$ cat src/rtl/gray_share_ctrl.sv
// Shared Gray-to-binary converter: four requesters, round-robin arbitration,
// one binary bit resolved per cycle MSB first, one-cycle ack on completion.
module gray_share_ctrl #(
  parameter int unsigned W = 4
) (
  input  logic           clk,
  input  logic           rst,
  input  logic [3:0]     req,
  input  logic [4*W-1:0] gray_in,
  output logic [3:0]     ack,
  output logic [W-1:0]   bin_out,
  output logic           busy,
  output logic [1:0]     grant_id
);

  localparam int unsigned KW = $clog2(W);

  typedef enum logic [1:0] {
    IDLE = 2'd0,
    CONV = 2'd1,
    DONE = 2'd2
  } state_e;

  state_e        state_q, state_d;
  logic [W-1:0]  g_q, g_d;
  logic [W-1:0]  b_q, b_d;
  logic [KW-1:0] k_q, k_d;
  logic [1:0]    ptr_q, ptr_d;
  logic [3:0]    ack_q, ack_d;
  logic [W-1:0]  bin_q, bin_d;
  logic          busy_q, busy_d;
  logic [1:0]    gid_q, gid_d;

  logic [1:0]    win_c;
  logic [1:0]    scan_c;
  logic          found_c;
  logic [W-1:0]  win_code_c;
  logic [W:0]    b_ext_c;

  // Round-robin pick: first asserted req starting at ptr, then its code
  always_comb begin
    win_c      = ptr_q;
    scan_c     = ptr_q;
    found_c    = 1'b0;
    win_code_c = '0;
    for (int off = 0; off < 4; off++) begin
      scan_c = ptr_q + 2'(off);
      if (!found_c && req[scan_c]) begin
        win_c   = scan_c;
        found_c = 1'b1;
      end
    end
    for (int j = 0; j < 4; j++) begin
      if (win_c == 2'(j)) win_code_c = gray_in[j*W +: W];
    end
  end

  // Zero above the MSB makes the top bit reduce to g[W-1] with the same XOR
  assign b_ext_c = {1'b0, b_q};

  always_comb begin
    state_d = state_q;
    g_d     = g_q;
    b_d     = b_q;
    k_d     = k_q;
    ptr_d   = ptr_q;
    ack_d   = '0;
    bin_d   = bin_q;
    busy_d  = busy_q;
    gid_d   = gid_q;
    case (state_q)
      IDLE: begin
        if (|req) begin
          gid_d   = win_c;
          g_d     = win_code_c;
          k_d     = KW'(W - 1);
          busy_d  = 1'b1;
          state_d = CONV;
        end
      end
      CONV: begin
        for (int i = 0; i < int'(W); i++) begin
          if (k_q == KW'(i)) b_d[i] = b_ext_c[i+1] ^ g_q[i];
        end
        k_d = k_q - KW'(1);
        if (k_q == '0) begin
          bin_d   = b_d;
          ack_d   = 4'(4'b0001 << gid_q);
          state_d = DONE;
        end
      end
      DONE: begin
        ptr_d   = gid_q + 2'd1;
        busy_d  = 1'b0;
        state_d = IDLE;
      end
      default: begin
        busy_d  = 1'b0;
        state_d = IDLE;
      end
    endcase
  end

  always_ff @(posedge clk) begin
    if (rst) begin
      state_q <= IDLE;
      g_q     <= '0;
      b_q     <= '0;
      k_q     <= KW'(W - 1);
      ptr_q   <= '0;
      ack_q   <= '0;
      bin_q   <= '0;
      busy_q  <= 1'b0;
      gid_q   <= '0;
    end else begin
      state_q <= state_d;
      g_q     <= g_d;
      b_q     <= b_d;
      k_q     <= k_d;
      ptr_q   <= ptr_d;
      ack_q   <= ack_d;
      bin_q   <= bin_d;
      busy_q  <= busy_d;
      gid_q   <= gid_d;
    end
  end

  assign ack      = ack_q;
  assign bin_out  = bin_q;
  assign busy     = busy_q;
  assign grant_id = gid_q;

endmodule

$ cat config.mk
export PLATFORM = sky130hd
export DESIGN_NAME = gray_share_ctrl
export DESIGN_NICKNAME = d
export VERILOG_FILES = /design/src/rtl/gray_share_ctrl.sv
export SDC_FILE = /design/constraint.sdc
export NUM_CORES = 1
export LEC_CHECK = 0
export CELL_PAD_IN_SITES_DETAIL_PLACEMENT = 2
export CELL_PAD_IN_SITES_GLOBAL_PLACEMENT = 2
export CORE_MARGIN = 8
export CORE_UTILIZATION = 38
export DETAILED_ROUTE_END_ITERATION = 10
export DONT_BUFFER_PORTS = 1
export PLACE_DENSITY_LB_ADDON = 0.3
export SYNTH_ARGS = -nofsm -noshare
export SYNTH_HDL_FRONTEND = slang
export SYNTH_SLANG_ARGS = --single-unit
export TNS_END_PERCENT = 5
$ cat constraint.sdc
create_clock -name clk -period 3.3 [get_ports clk]
set_clock_uncertainty 0.1 [all_clocks]
set_input_delay 0.66 -clock clk [delete_from_list [all_inputs] [get_ports clk]]
set_output_delay 0.66 -clock clk [all_outputs]
set_load 0.02 [all_outputs]
==> impl_metrics.ini <==
[sta]
rsz0062_at_grt = no
finalCriticalPeriod_ns = 1.89
max_slew.worst_pin.slew_ns = 0.707
hold_violations = 0
finalSetupViolCount = 0
holdWs_ns = 0.280
finalCritPeriodShare = 0.573
fin_setup_tns_ns = 0
slew_headroom = 0.528
max_freq_mhz = 529
drv_slew = 0

[place]
dpl.cell_count = 168
hpwl_um = 2300
port_buffers = 0
placed_cell_area_um2 = 1220
gp_congestion = 0.716

[floorplan]
chipWidth_um = 72.0
die_h_um = 72.0
die-area_um2 = 5190
io_pins = 33
rows = 20
core_area_um2 = 3030
initial_utilization = 0.394

[logic_synthesis]
synth_cell_type_count = 32
ys_seq_elements = 24
netlist_area_um2 = 1190
yosys_warnings = 0
synth-seq-area-share = 0.403
synth_cells = 129
synth_nets = 155
syn_avg_cell_area_um2 = 9.25

[critical_path]
cp_max_fo = 10
slowest_stage = nor2b_1
cp_num_buf_inv = 0
cp_data_required_time_ns = 3.42
path_class = reg2reg
worst_setup_path_end_kind = flip-flop
cp-start-kind = flip-flop
slowest_delay_ns = 0.60
cp_top_family = simple AND/OR/NAND/NOR gates
cp_cell_sequence = nor2b_1 > and2_1 > nor2_1 > a211oi_1
arrival_ns = 2.01

[power]
p_sw_w = 0.000143
share_seq_of_total_power = 0.530
ir_drop_mv = 0.303
intPower_w = 0.000458
p_sw_frac = 0.238
leakagePower_nw = 0.502
power_w = 0.000601
clkPwrFrac = 0.358
powerDensity_nw_per_um2 = 472
pwr-share-comb = 0.112

[drt]
wl_per_cell_um = 17.1
vias = 914
firstDrtPassIters = 4
drt_wl_total_um = 2940
viasPerCell = 5.31
drt_iter0_drc = 44
drc = 0
drt.antenna.violating_nets = 0

[run_status]
outcome = finished clean

[grt]
grt_pass1_wl_um = 5000
grt_max_degree = 24
grt_pass1_vias = 1046
grt-ovfl-total = 0
grt.total_usage = 0.123
antenna_found_initial = 0

[layout]
nets = 155
fill_cells = 328
diodes = 0
multi_input_area_um2 = 671
register_area_um2 = 480
synthToLayoutAreaGrowth_pct = 6.71
final_area_um2 = 1270
final_cell_count_no_fill = 172
drive_gt1_frac = 0.102

[clock_tree]
path_clk_slew_ns = 0.14
clockRootBuffer = clkbuf_4
cts_resized = 0
cts.path.max_buffers = 2
clock_sinks = 24
cts_buffers = 3
htreeDepth = 1
cts_tree = yes
insertion_delay_ns = 0.33
holdBufCountCts = 0
post_cts_buffers = 0

[run]
cap_violations = 0

[worst_hold_path]
hold_path_class = in2reg
-- cell usage in the layout (no fill, tap or decap), types with 4 or more instances in the layout --
master	n
dfxtp_1	24
nor2_1	13
a21oi_1	12
nand2_1	12
mux2i_1	12
inv_1	4
xnor2_1	4
nor3_1	4
nand3b_1	4
o221ai_1	4
ha_1	4
-- cells in the mapped netlist --
master	instances	share of area
mux2i_1	12	0.10
nand2b_1	2	0.010
nor3_2	1	0.0084
clkbuf_1	3	0.0094
a21oi_1	12	0.050
nand3b_1	4	0.025
and2b_2	1	0.0073
nor4b_1	1	0.0073
o21ai_0	2	0.0084
a2111oi_4	1	0.023
and2_1	1	0.0052
inv_1	4	0.013
o21a_1	2	0.013
and3b_1	1	0.0073
nor4_2	1	0.010
o221a_2	1	0.0094
nor3_1	4	0.017
dfxtp_1	24	0.40
nor2_1	13	0.041
buf_6	1	0.0094
buf_2	1	0.0042
xnor2_1	4	0.029
o221ai_1	4	0.029
ha_1	4	0.042
nor2_4	2	0.019
nor2b_1	3	0.016
or3_1	1	0.0052
nand2_1	12	0.038
a211oi_1	3	0.019
or2_2	2	0.010
and3_1	1	0.0052
nor4_1	1	0.0052
-- flip-flops by register name, indices dropped and copies added, names as in the netlist --
signal and cells:
ack 4, b_q 3, bin_out 4, busy 1, g_q 4, grant_id 2
k_q 2, ptr_q 2, state_q 2
-- worst reg2reg max path, delay by kind of cell (launching register included) --
kind | cells | cell delay [ns]
and+or+nand+nor | 3 | 1.01
DFF | 1 | 0.41
AOI/OAI and AO/OA | 1 | 0.26
-- routing by layer --
metal | wire (um) | share of wire | track usage | vias up
met5 | 0 | 0 | 0 | -
met4 | 51 | 0.017 | 0.0476 | 0
met3 | 112 | 0.038 | 0.0427 | 7
met2 | 1620 | 0.55 | 0.231 | 12
met1 | 1150 | 0.39 | 0.119 | 444
li1 | - | - | - | 451
-- through the flow --
| stage | setup slack (ns) | util |
|---|---|---|
| floorplan | 1.54 | - |
| global placement | 1.39 | 0.403 |
| detailed placement | 1.32 | 0.403 |
| CTS | 1.38 | 0.421 |
| global route | 1.16 | 0.421 |
| finish | 1.41 | 0.421 |
-- kinds of logic after synthesis --
family | share of synthesized area
compound gates | 0.152
xor+xnor | 0.0293
fa+ha+maj | 0.0419
buf+inv | 0.0356
flops | 0.403
mux | 0.101
simple gates | 0.238
-- final cells by class --
cell class                      instances  area share
Multi-Input combinational cell         96       0.527
Sequential cell                        24       0.377
Tap cell                               44      0.0432
Clock inverter                          1      0.0236
Clock buffer                            3      0.0177
Inverter                                4      0.0118
-- path summary, 6_finish.rpt --
check	startpoint	endpoint	slack (ns)	cells after the start
setup / recovery	state_q[0]	bin_out[3]	1.41	4
setup reg to reg	state_q[0]	bin_out[3]	1.41	4
hold / removal	rst	state_q[0]	0.28	1
hold reg to reg	state_q[1]	busy	0.43	1
-- power groups by stage --
stage,combinational [W],sequential (W),clock [W]
global placement,0.0000647,0.000325,0
global route,0.0000762,0.000320,0.000242
floorplan,0.0000618,0.000321,0
detailed placement,0.0000681,0.000325,0
CTS,0.0000691,0.000319,0.000224
finish,0.0000676,0.000319,0.000215
Power figures use the tool's default switching activity.
